**config.mk**
```make
export PLATFORM = sky130hd
export DESIGN_NAME = sha256d_job_sequencer
export DESIGN_NICKNAME = d
export VERILOG_FILES = /design/src/rtl/sha256_pkg.sv /design/src/rtl/sha256_pad_builder.sv /design/src/rtl/sha256d_job_sequencer.sv
export SDC_FILE = /design/constraint.sdc
export NUM_CORES = 2
export LEC_CHECK = 0
export BUFFER_PORTS_ARGS = -buffer_cell sky130_fd_sc_hd__buf_2
export CORE_AREA = 3 3 659 661
export DETAILED_ROUTE_END_ITERATION = 12
export DIE_AREA = 0 0 662 664
export HOLD_SLACK_MARGIN = 0.03
export PLACE_DENSITY = 0.3
export SYNTH_ARGS = -nofsm -noshare
export SYNTH_HDL_FRONTEND = slang
export SYNTH_SLANG_ARGS = --single-unit
```
**constraint.sdc**
```tcl
create_clock -name i_clk -period 5.8 [get_ports i_clk]
set_input_delay 0.58 -clock i_clk [delete_from_list [all_inputs] [get_ports i_clk]]
set_output_delay 0.58 -clock i_clk [all_outputs]
set_load 0.02 [all_outputs]
```
**src/rtl/sha256_pkg.sv**
```systemverilog
// Shared SHA256 sequencing types: block types, length words, widths, FSM states.
package sha256_pkg;

    localparam int BLK_W = 512;
    localparam int DIG_W = 256;
    localparam int JOB_W = 640;

    typedef enum logic [1:0] {
        BT_HASH        = 2'd0,
        BT_MERKLE_LEAF = 2'd1,
        BT_HEADER      = 2'd2,
        BT_ILLEGAL     = 2'd3
    } blk_type_e;

    // Message length words (bits) that close the final padded block.
    localparam logic [63:0] LEN_HASH   = 64'h100;
    localparam logic [63:0] LEN_MERKLE = 64'h200;
    localparam logic [63:0] LEN_HEADER = 64'h280;

    typedef enum logic [1:0] {
        S_IDLE     = 2'd0,
        S_RST_CORE = 2'd1,
        S_RUN      = 2'd2,
        S_RESULT   = 2'd3
    } seq_state_e;

    // A 256-bit message always fits one block: data, stop bit, zeros, length.
    function automatic logic [BLK_W-1:0] pad_hash256(input logic [DIG_W-1:0] d);
        return {d, 1'b1, 191'b0, LEN_HASH};
    endfunction

endpackage

```
**src/rtl/sha256_pad_builder.sv**
```systemverilog
// Combinational padding unit: job type + raw data -> padded blocks, plus the
// single-block padding of a digest for the second hash pass.
module sha256_pad_builder
    import sha256_pkg::*;
(
    input  logic [1:0]       i_type,
    input  logic [JOB_W-1:0] i_data,
    input  logic [DIG_W-1:0] i_digest,
    output logic [BLK_W-1:0] o_block0,
    output logic [BLK_W-1:0] o_block1,
    output logic             o_two_blocks,
    output logic [BLK_W-1:0] o_digest_blk
);

    // Pick the block layout for the job type; illegal type yields zeros.
    always_comb begin
        o_block0     = '0;
        o_block1     = '0;
        o_two_blocks = 1'b0;
        case (blk_type_e'(i_type))
            BT_HASH: begin
                o_block0 = pad_hash256(i_data[639:384]);
            end
            BT_MERKLE_LEAF: begin
                o_block0     = i_data[639:128];
                o_block1     = {1'b1, 447'b0, LEN_MERKLE};
                o_two_blocks = 1'b1;
            end
            BT_HEADER: begin
                o_block0     = i_data[639:128];
                o_block1     = {i_data[127:0], 1'b1, 319'b0, LEN_HEADER};
                o_two_blocks = 1'b1;
            end
            default: begin
                o_two_blocks = 1'b0;
            end
        endcase
    end

    assign o_digest_blk = pad_hash256(i_digest);

endmodule

```
**src/rtl/sha256d_job_sequencer.sv**
```systemverilog
// Runs one hashing job at a time through a single SHA256 core, optionally
// re-hashing the first digest, and returns the result over valid/ready.
//
// state    | meaning
// ---------+-----------------------------------------------------------
// IDLE     | job_ready high, waiting for a job
// RST_CORE | core held in reset RESET_HOLD cycles, block0 on core_msg
// RUN      | core released, waiting for blk_done per block (timed out)
// RESULT   | res_valid high until res_ready
module sha256d_job_sequencer
    import sha256_pkg::*;
#(
    parameter int DOUBLE_HASH    = 1,
    parameter int RESET_HOLD     = 2,
    parameter int TIMEOUT_CYCLES = 1024
) (
    input  logic             i_clk,
    input  logic             i_reset,
    input  logic             i_job_valid,
    output logic             o_job_ready,
    input  logic [1:0]       i_job_type,
    input  logic [JOB_W-1:0] i_job_data,
    output logic             o_res_valid,
    input  logic             i_res_ready,
    output logic [DIG_W-1:0] o_res_hash,
    output logic             o_res_err,
    output logic [BLK_W-1:0] o_core_msg,
    output logic [1:0]       o_core_blk_type,
    output logic             o_core_nreset,
    input  logic [DIG_W-1:0] i_core_hash,
    input  logic             i_core_blk_done
);

    localparam int HOLD_W = (RESET_HOLD > 2) ? $clog2(RESET_HOLD) : 1;
    localparam int TO_W   = (TIMEOUT_CYCLES > 2) ? $clog2(TIMEOUT_CYCLES) : 1;
    // A hold of zero is treated as one cycle so the core always sees a reset.
    localparam logic [HOLD_W-1:0] HOLD_LOAD = (RESET_HOLD < 1) ? '0 : HOLD_W'(RESET_HOLD - 1);
    localparam logic [TO_W-1:0]   TO_LOAD   = TO_W'(TIMEOUT_CYCLES - 1);

    seq_state_e        r_state;
    logic              r_job_ready;
    logic              r_res_valid;
    logic [DIG_W-1:0]  r_res_hash;
    logic              r_res_err;
    logic [BLK_W-1:0]  r_core_msg;
    logic [1:0]        r_core_blk_type;
    logic              r_core_nreset;
    logic [BLK_W-1:0]  r_blk1;
    logic              r_last_blk;
    logic              r_blk_idx;
    logic              r_pass;
    logic [HOLD_W-1:0] r_hold_cnt;
    logic [TO_W-1:0]   r_to_cnt;

    logic [BLK_W-1:0]  w_block0;
    logic [BLK_W-1:0]  w_block1;
    logic              w_two_blocks;
    logic [BLK_W-1:0]  w_digest_blk;

    sha256_pad_builder u_pad (
        .i_type       (i_job_type),
        .i_data       (i_job_data),
        .i_digest     (i_core_hash),
        .o_block0     (w_block0),
        .o_block1     (w_block1),
        .o_two_blocks (w_two_blocks),
        .o_digest_blk (w_digest_blk)
    );

    // Job sequencing FSM with registered handshake and core-side outputs.
    always_ff @(posedge i_clk) begin
        if (i_reset) begin
            r_state         <= S_IDLE;
            r_job_ready     <= 1'b0;
            r_res_valid     <= 1'b0;
            r_res_hash      <= '0;
            r_res_err       <= 1'b0;
            r_core_msg      <= '0;
            r_core_blk_type <= '0;
            r_core_nreset   <= 1'b0;
            r_blk1          <= '0;
            r_last_blk      <= 1'b0;
            r_blk_idx       <= 1'b0;
            r_pass          <= 1'b0;
            r_hold_cnt      <= '0;
            r_to_cnt        <= '0;
        end else begin
            case (r_state)
                S_IDLE: begin
                    r_job_ready <= 1'b1;
                    if (i_job_valid && r_job_ready) begin
                        r_job_ready <= 1'b0;
                        if (i_job_type == BT_ILLEGAL) begin
                            r_res_valid <= 1'b1;
                            r_res_err   <= 1'b1;
                            r_res_hash  <= '0;
                            r_state     <= S_RESULT;
                        end else begin
                            r_core_msg      <= w_block0;
                            r_blk1          <= w_block1;
                            r_last_blk      <= w_two_blocks;
                            r_blk_idx       <= 1'b0;
                            r_pass          <= 1'b0;
                            r_core_blk_type <= i_job_type;
                            r_core_nreset   <= 1'b0;
                            r_hold_cnt      <= HOLD_LOAD;
                            r_state         <= S_RST_CORE;
                        end
                    end
                end
                S_RST_CORE: begin
                    if (r_hold_cnt == '0) begin
                        r_core_nreset <= 1'b1;
                        r_to_cnt      <= TO_LOAD;
                        r_state       <= S_RUN;
                    end else begin
                        r_hold_cnt <= r_hold_cnt - 1'b1;
                    end
                end
                S_RUN: begin
                    if (i_core_blk_done) begin
                        r_to_cnt <= TO_LOAD;
                        if (r_blk_idx != r_last_blk) begin
                            r_blk_idx  <= 1'b1;
                            r_core_msg <= r_blk1;
                        end else if ((DOUBLE_HASH != 0) && !r_pass) begin
                            r_core_msg      <= w_digest_blk;
                            r_core_blk_type <= BT_HASH;
                            r_last_blk      <= 1'b0;
                            r_blk_idx       <= 1'b0;
                            r_pass          <= 1'b1;
                            r_core_nreset   <= 1'b0;
                            r_hold_cnt      <= HOLD_LOAD;
                            r_state         <= S_RST_CORE;
                        end else begin
                            r_res_hash    <= i_core_hash;
                            r_res_err     <= 1'b0;
                            r_res_valid   <= 1'b1;
                            r_core_nreset <= 1'b0;
                            r_state       <= S_RESULT;
                        end
                    end else if (r_to_cnt == '0) begin
                        r_res_hash    <= '0;
                        r_res_err     <= 1'b1;
                        r_res_valid   <= 1'b1;
                        r_core_nreset <= 1'b0;
                        r_state       <= S_RESULT;
                    end else begin
                        r_to_cnt <= r_to_cnt - 1'b1;
                    end
                end
                S_RESULT: begin
                    if (i_res_ready) begin
                        r_res_valid <= 1'b0;
                        r_job_ready <= 1'b1;
                        r_state     <= S_IDLE;
                    end
                end
                default: begin
                    r_state <= S_IDLE;
                end
            endcase
        end
    end

    assign o_job_ready     = r_job_ready;
    assign o_res_valid     = r_res_valid;
    assign o_res_hash      = r_res_hash;
    assign o_res_err       = r_res_err;
    assign o_core_msg      = r_core_msg;
    assign o_core_blk_type = r_core_blk_type;
    assign o_core_nreset   = r_core_nreset;

endmodule

```
==> metrics.txt <==
Multi-input gate area 0.01669 mm^2; kind of critical path flop to flop; Rel. slew slack between 10% and 20%; clk slew on worst S/H paths 0.06 ns; Seq cells post-synth between 900 and 1000; post-CTS setup buffer count 0; Initial Util under 10%; chip width ~660 um; layout net count between 7000 and 8000; top cells by count, synth dfxtp_1 (920), nand2_1 (775), a21oi_1 (394); Root Driver clkbuf_16; initial antenna violation count 94; Post-synth EDFFs 0; DRT Wirelength between 300000 and 400000 um; P&R area growth vs syn 71.56%; Peak VDD IR between 0.15 and 0.2 mV; Seq. cell area roughly 0.018 mm^2; H-tree depth 4; max-cap violation count 0; worst endpoint required time between 6 and 7 ns; Max Freq between 200 and 300 MHz; layout cells sized above 1 a little under a third; total CTS buffers roughly 140; Synth top area share about 50%; antenna viol nets, final 0; post-DR vias/cell 3.715; drt initial violations between 3000 and 4000; routed len/inst roughly 30 um; Mapped Cells about 4400; most common cell in the netlist dfxtp_1; ranking of synthesized cells by area dfxtp_1 (50%), a311oi_1 (9.1%), nand2_1 (7.8%); ys async rst share 0%; TNS Setup 0 ns; skew final approximately 0.048 ns; cells along the critical path nand2b_1 > nor2_4 > buf_12 > buf_4 > a221oi_1 > dlygate4sd3_1 > nor3_1; grt total ovfl 0; number of global-route vias before repair between 40000 and 50000; Slew @ Worst Pin 1.278 ns; Filler cells ~49000; Tot GR Track Use ~16%; Synth cell types between 50 and 60; post-synth net total ~5300; DP HPWL 296900 um; DR pass1 iterations 6; Slowest-stage cell, CP dfxtp_1; die height between 600 and 700 um; Final Hold Vio Count 0; Cell Area, Synth roughly 0.037 mm^2; I/O Buffers approximately 1700; Avg Inst Size Synth roughly 8.5 um^2; largest net degree at the start of global routing around 180; Finish-stage setup viols 0; RSZ-0062 raised after global routing false; leading area contributor after synthesis dfxtp_1; Top FF cell, synth dfxtp_1; num rows 241; crit path DAT roughly 4.4 ns; CP max stage delay approximately 0.77 ns; Slew Limit Fails 0; Core Region roughly 0.43 mm^2; die area approximately 0.44 mm^2; worst min path class primary input to flop; Clk Latency, worst-skew pair about 0.85 ns; drc violations 0; first-pass GRT wire length roughly 470000 um; Leak approximately 25 nW; CP startpoint kind flop; Ports about 1700; Final Util 14.82%; gp weighted congestion ~0.90; final worst-path cycle share ~64%; post-layout min period approximately 3.7 ns; Sink Count 920; status finished, final reports clean; Power Density about 310 mW/mm^2; Critical Path Fanout Max 79; sequential-to-total area share from yosys stat slightly below 50%; TritonCTS clock tree yes; critical path capture point type flop; Warnings, synthesis 0; Clock Tree Buf Depth 4; via count approximately 46000
## final cells by class
| type | instances | share of cell area, % |
|---|---|---|
| Antenna cell | 35 | 0.1376 |
| Timing Repair Buffer | 2480 | 26.10 |
| Tap cell | 5710 | 11.22 |
| Inverter | 10 | 0.05895 |
| Clock buffer | 195 | 6.353 |
| Sequential cell | 920 | 28.93 |
| Multi-Input combinational cell | 2946 | 26.21 |
| Clock inverter | 51 | 0.9923 |
## through the flow
stage | worst slack (ns) | total power, W | cell area, um^2 | instances | hold slack (ns)
floorplan | 3.651 | 0.008320 | 37110 | 4351 | 0.4321
global placement | 2.185 | 0.01018 | 51710 | 11350 | 0.4411
detailed placement | 2.142 | 0.01019 | 51710 | 11350 | 0.4434
CTS | 2.167 | 0.01995 | 63590 | 12310 | 0.03008
global route | 1.930 | 0.02031 | 63640 | 12330 | 0.07802
finish | 2.088 | 0.01948 | 63670 | 12350 | 0.1547
## state kept, by name, indices dropped and copies added, names as in the netlist
signal / count
r_last_blk: 1
r_pass: 1
o_core_nreset: 1
o_res_valid: 1
o_core_blk_type: 2
r_state: 2
r_to_cnt: 10
o_res_err: 1
o_job_ready: 1
o_res_hash: 256
o_core_msg: 512
r_blk1: 130
r_blk_idx: 1
r_hold_cnt: 1
## routing by layer
layer,GRT usage [%],up-vias,share of wire [%]
met4,3.757,18,2.5
li1,-,20290,-
met2,25.75,2121,46
met5,0,-,0.031
met1,18.93,23020,40
met3,7.215,422,11
## path summary, 6_finish.rpt
kind              depth (start not counted)                startpoint  slack (ns)                      endpoint
setup reg to reg                          7   r_state[1]$_SDFFE_PP0P_        2.09  o_core_msg[267]$_SDFFE_PP0P_
hold reg to reg                           2  r_blk1[426]$_SDFFE_PP0P_        0.45      r_blk1[426]$_SDFFE_PP0P_
setup / recovery                          7   r_state[1]$_SDFFE_PP0P_        2.09  o_core_msg[267]$_SDFFE_PP0P_
hold / removal                            3           i_core_hash[81]        0.15   o_res_hash[81]$_SDFFE_PP0P_
## worst max-delay path: cells and delay by family, from the launching register on
kind / cells / cell delay (ns)
buf+inv: 3 / 1.23
flops: 1 / 0.77
simple gates: 3 / 1.18
compound gates: 1 / 0.11
## report_power, final
group | internal, W | switching, W | leakage (nW)
Sequential | 0.00663 | 0.000211 | 7.46
Combinational | 0.00118 | 0.00246 | 15.4
Clock | 0.00531 | 0.00370 | 2.29
Total | 0.0131 | 0.00637 | 25.1
## layout by cell type (no fill, tap or decap), types with 3 or more instances in the layout
cell and n:
o21ai_0 5, inv_1 10, nor2_1 272, diode_2 35, a31oi_1 6, nand2_1 775
inv_6 7, a311oi_1 387, dfxtp_1 920, nor3_1 140, buf_4 54, clkbuf_1 26
clkbuf_16 144, clkinvlp_4 7, dlygate4sd3_1 719, a221oi_1 127, bufinv_16 9, buf_2 1675
a21oi_1 394, a22o_1 3, nand2b_1 3, xnor2_1 3, clkbuf_8 25, clkinv_2 19
ha_1 5, a22oi_1 129, a211oi_1 10, nand3_1 384, o21a_1 4, nor2_4 4
clkinv_8 4, buf_12 31, nand3b_1 253
## cells by family after synthesis
logic type	count (synthesis)	synth area share [%]
mux	1	0.02697
buf+inv	485	5.667
simple gates	1853	23.37
flops	920	49.62
fa+ha+maj	6	0.2023
compound gates	1082	20.99
xor+xnor	4	0.1146
## timing repair
item                      CTS  global route
hold buffers              719             0
hold endpoints to repair  717             0
gates resized for setup     0             0
Power figures use the tool's default switching activity.
